$ cat src/rtl/mux2_sel_arbiter.sv
// Two-requester round-robin arbiter driving a registered 2:1 mux select.
// Grants hand off cleanly between owners and an optional hold limit prevents starvation.
module mux2_sel_arbiter #(
    parameter int MAX_HOLD = 8
) (
    input  logic clk,
    input  logic rst,
    input  logic req_a,
    input  logic req_b,
    input  logic done,
    output logic sel,
    output logic grant_a,
    output logic grant_b,
    output logic busy,
    output logic timeout
);

    localparam int CW  = (MAX_HOLD > 0) ? $clog2(MAX_HOLD + 1) : 1;
    localparam int LIM = (MAX_HOLD > 0) ? MAX_HOLD - 1 : 0;

    typedef enum logic [1:0] {
        IDLE  = 2'd0,
        GNT_A = 2'd1,
        GNT_B = 2'd2
    } state_t;

    state_t        state, state_n;
    logic [CW-1:0] cnt, cnt_n;
    logic          last_b, last_b_n;
    logic          sel_n, timeout_n;
    logic          own_req, oth_req, hit, by_to;

    always_ff @(posedge clk or posedge rst) begin
        if (rst) begin
            state   <= IDLE;
            cnt     <= '0;
            last_b  <= 1'b1;
            sel     <= 1'b0;
            grant_a <= 1'b0;
            grant_b <= 1'b0;
            busy    <= 1'b0;
            timeout <= 1'b0;
        end else begin
            state   <= state_n;
            cnt     <= cnt_n;
            last_b  <= last_b_n;
            sel     <= sel_n;
            grant_a <= (state_n == GNT_A);
            grant_b <= (state_n == GNT_B);
            busy    <= (state_n != IDLE);
            timeout <= timeout_n;
        end
    end

    always_comb begin
        state_n   = state;
        cnt_n     = cnt;
        last_b_n  = last_b;
        timeout_n = 1'b0;
        own_req   = (state == GNT_B) ? req_b : req_a;
        oth_req   = (state == GNT_B) ? req_a : req_b;
        hit       = (MAX_HOLD > 0) && (cnt == CW'(LIM));
        by_to     = 1'b0;

        case (state)
            IDLE: begin
                cnt_n = '0;
                // On a tie, the requester that did not own last wins.
                if (req_a && (!req_b || last_b)) begin
                    state_n  = GNT_A;
                    last_b_n = 1'b0;
                end else if (req_b) begin
                    state_n  = GNT_B;
                    last_b_n = 1'b1;
                end
            end
            GNT_A, GNT_B: begin
                if (!own_req || done || hit) begin
                    // Only a pure limit expiry counts as a timeout.
                    by_to     = hit && own_req && !done;
                    timeout_n = by_to;
                    cnt_n     = '0;
                    if (oth_req) begin
                        state_n  = (state == GNT_A) ? GNT_B : GNT_A;
                        last_b_n = (state == GNT_A);
                    end else if (by_to) begin
                        last_b_n = (state == GNT_B);
                    end else begin
                        state_n = IDLE;
                    end
                end else if (cnt != CW'(LIM)) begin
                    cnt_n = cnt + CW'(1);
                end
            end
            default: begin
                state_n = IDLE;
                cnt_n   = '0;
            end
        endcase

        case (state_n)
            GNT_A:   sel_n = 1'b0;
            GNT_B:   sel_n = 1'b1;
            default: sel_n = sel;
        endcase
    end

endmodule

$ cat config.mk
export PLATFORM = sky130hd
export DESIGN_NAME = mux2_sel_arbiter
export DESIGN_NICKNAME = d
export VERILOG_FILES = /design/src/rtl/mux2_sel_arbiter.sv
export SDC_FILE = /design/constraint.sdc
export NUM_CORES = 1
export LEC_CHECK = 0
export ABC_AREA = 0
export BUFFER_PORTS_ARGS = -buffer_cell sky130_fd_sc_hd__buf_2
export CAP_MARGIN = 10
export CELL_PAD_IN_SITES_DETAIL_PLACEMENT = 1
export CELL_PAD_IN_SITES_GLOBAL_PLACEMENT = 2
export CORE_AREA = 4 4 58 60
export DETAILED_ROUTE_END_ITERATION = 10
export DIE_AREA = 0 0 62 64
export HOLD_SLACK_MARGIN = 0.02
export PLACE_DENSITY = 0.58
export SYNTH_ARGS = -nofsm -noshare
export SYNTH_HDL_FRONTEND = slang
export SYNTH_SLANG_ARGS = --single-unit
$ cat constraint.sdc
create_clock -name clk -period 2.8 [get_ports clk]
set_clock_uncertainty 0.05 [all_clocks]
set_input_delay 0.42 -clock clk [delete_from_list [all_inputs] [get_ports clk]]
set_output_delay 0.42 -clock clk [all_outputs]
set_load 0.05 [all_outputs]
==> results.md <==
* F_max at 0.3865 GHz
* Final Cycle Share at 92.41%
* Reg2Reg Setup Slack at 210 ps
* Status: finished clean
* Initial core utilization at 26.07%
* PnR Total Power at 0.8692 mW
* DIE WIDTH at 62 um
* Pre-antenna DRT Iters at 3
* Vias in the first global route at between 600 and 700
* Count of clock tree sinks at 12
* CTS Hold Bufs at 0
* Net Sw Frac at 43.09%
* Adder-Cell Fraction of Synth Area at between 10% and 20%
* Ant diodes at 0
* Routed vias at 577
* Final Util at 29.32%
* Share of cells above drive strength 1 at around a fifth
* Seq pwr share at a little under a third
* Finished Layout Cells at approximately 120
* Reg clk slew, reported paths at 80 ps
* Int Pwr at 0.4947 mW
* Placer Congestion at between 0.7 and 0.8
* Hold Path Class: in -> async
* Die area at about 4000 um^2
* Leak at 0.4300 nW
* Clock Latency Late Sink at 260 ps
* Hpwl dp at 1.248 mm
* Simple-Gate Fraction of Synth Area at 22.46%
* Setup crit start kind: flop
* Port Buffers at 9
* Post-Syn Instances at between 70 and 80
* Max stage delay cell, worst path: dfrtp_1
* Largest family of logic cells by synthesized area: simple AND/OR/NAND/NOR gates
* # IOs at 10
* Synthesis Warnings at 0
* Initial antenna violation count at 0
* Crit path cell chain: inv_1 -> ha_1 -> nor2_1 -> a221o_1 -> or3_1 -> and3_1 -> ha_1 -> mux2_2
* Global route total overflow at 0
* Die Span Y at 64 um
* Headroom to the max-slew limit at 69.92%
* GRT Total Usage at a little under a tenth
* Root buf cell: clkbuf_4
* Max IR drop VDD at 0.5168 mV
* Post-CTS Repair Setup Buffers at 0
* Final layout net count at 99
* CP max stage delay at 420 ps
* Most used cell, CP: ha_1
* Net switching power at 0.3745 mW
* Largest net degree at the start of global routing at 13
* Clk pwr share at 15.7%
* Post-synth cell types at 32
* PD cells at ~1000 nW/um^2
* Critical Path End Type: flop
* Post-synth design cell area at 763.2 um^2
* Worst-Margin Slew at ~450 ps
* Sequential share of the synthesized area at between 30% and 40%
* Mux cell area share after synthesis at 5.574%
* RSZ-0062 raised after global routing: no
* Residual DRC at 0
* Placed insts at between 100 and 150
* Syn_area_per_cell at 10.04 um^2
* Comb pwr share at 54.3%
* FP Rows at 20
* Placeable Area at 2928 um^2
* Syn nets at 89
* Number of H-tree levels at 1
* Flops & latches, synth at 12
* Worst EP required at 2910 ps
* Via/cell ratio at just under 5
* Fin. max-slew vios at 0
* Setup TNS at 0 ps
* Detail Route Antenna Nets at 0
* WP data arrival at 2690 ps
* Max_cap viols at 0
* Layout area overhead at 12.46%
* Cts repair resizes at 0
* Final hold vios at 0
* Clock Path Buffers at 2
* Critical setup path kind: reg -> reg
* Compound-Gate Fraction of Synth Area at around a tenth
* Max Fanout on Critical Path at 8
* CTS tree: yes
* Minimum clock period at 2588 ps
* Num CTS Buffers at 3
* First-pass GRT wire length at 2.925 mm
* WL/cell at ~14 um
* Synth Area in XOR/XNOR at between 2 and 2.5%
* First DRT Iteration DRCs at 16
* Drt total wl at 1.598 mm
* Final Setup Violations at 0
==> power groups by stage <==
stage,Sequential [mW],Clock [mW],Combinational [mW]
after floorplan,0.335,0,0.305
after global placement,0.265,0,0.484
after detailed placement,0.265,0,0.478
after CTS,0.262,0.146,0.482
after global routing,0.269,0.157,0.540
final,0.261,0.136,0.472
==> path summary, 6_finish.rpt <==
| path | startpoint | to | depth (start not counted) |
|---|---|---|---|
| setup reg to reg | state[0] | sel | 8 |
| hold / removal | rst | cnt[3] | 2 |
| hold reg to reg | cnt[0] | cnt[0] | 1 |
| min in group clk | cnt[0] | cnt[0] | 1 |
| max in group asynchronous | rst | last_b | 2 |
| setup / recovery | state[0] | sel | 8 |
==> cell usage after synthesis (all sizes together) <==
| library cell | number | share of area, % |
|---|---|---|
| o21ai | 2 | 1.3 |
| and3 | 2 | 1.6 |
| mux2 | 2 | 3.0 |
| a22o | 1 | 1.1 |
| or2b | 1 | 0.98 |
| nor2 | 9 | 4.4 |
| a221o | 2 | 2.6 |
| xnor2 | 1 | 1.1 |
| a41oi | 1 | 1.1 |
| nor2b | 1 | 0.82 |
| nand4 | 2 | 1.6 |
| o2111ai | 1 | 1.1 |
| nand2 | 3 | 1.5 |
| dfrtp | 11 | 36 |
| a21o | 1 | 0.98 |
| and3b | 3 | 3.4 |
| nand3 | 4 | 2.6 |
| a41o | 1 | 1.3 |
| mux2i | 2 | 2.6 |
| ha | 8 | 13 |
| dfstp | 1 | 3.4 |
| a31oi | 1 | 0.82 |
| nand3b | 2 | 2.0 |
| nand2b | 1 | 0.82 |
| buf | 3 | 3.1 |
| or3 | 1 | 0.82 |
| inv | 6 | 3.0 |
| or4b | 1 | 1.8 |
| clkbuf | 1 | 0.49 |
| xor2 | 1 | 1.1 |
==> cell usage in the layout, fill, tap and decap left out <==
master     instances
o2111ai_1          1
nor2_1             9
nand3b_1           2
a31oi_1            1
nor2b_1            1
dfstp_2            1
clkbuf_4           3
or4b_4             1
and3b_1            3
a221o_1            2
o21ai_0            2
nand3_1            4
mux2_2             2
or2b_1             1
a41oi_1            1
a21o_1             1
xor2_1             1
dfrtp_1           11
a41o_1             1
and3_1             2
xnor2_1            1
buf_2              9
nand2b_1           1
inv_1              6
nand2_1            3
or3_1              1
ha_1               8
mux2i_1            2
clkbuf_8           1
a22o_1             1
nand4_1            2
==> registers in the layout, summed over array words and instances (netlist names) <==
register  flops
cnt           4
state         2
busy          1
grant_a       1
grant_b       1
last_b        1
sel           1
timeout       1
==> layer usage <==
| layer | global-route usage, % | share of wire [%] | up-vias |
|---|---|---|---|
| met5 | 0 | 0 | - |
| met2 | 14.12 | 44 | 8 |
| met1 | 13.61 | 52 | 284 |
| met3 | 1.616 | 4.0 | 0 |
| li1 | - | - | 285 |
| met4 | 3.183 | 0 | 0 |
==> worst max-delay path, delay by kind of cell, from the launching register on <==
family | cells | cell delay [ps]
AO/OA/AOI/OAI | 1 | 300
AND/OR/NAND/NOR | 3 | 690
flip-flops | 1 | 420
multiplexers | 1 | 320
adder cells (fa/ha/maj) | 2 | 580
buffers and inverters | 1 | 110
==> metrics by stage <==
step                instance area [um^2]  hold slack [ps]  setup slack (ps)
floorplan                          763.2            234.0             371.7
global placement                   822.0            405.2             269.3
detailed placement                 822.0            402.4             236.0
CTS                                858.3            104.0             215.8
global route                       858.3            127.4             55.20
finish                             858.3            92.92             212.5
==> area by class of cell <==
| cell class | instances | area (um^2) |
|---|---|---|
| clock buffers | 4 | 36.28 |
| fillers | 348 | 2069 |
| inverters | 6 | 22.52 |
| multi-input cells | 54 | 411.6 |
| flip-flops and latches | 12 | 301.5 |
| well taps | 33 | 41.29 |
| repair buffers | 9 | 45.04 |
==> cells by family after synthesis <==
family          Yosys count
fa+ha+maj                 8
xor+xnor                  2
mux                       4
simple gates             30
flops                    12
compound gates           10
buf+inv                  10
No activity file was read; power rests on OpenSTA's default activity.
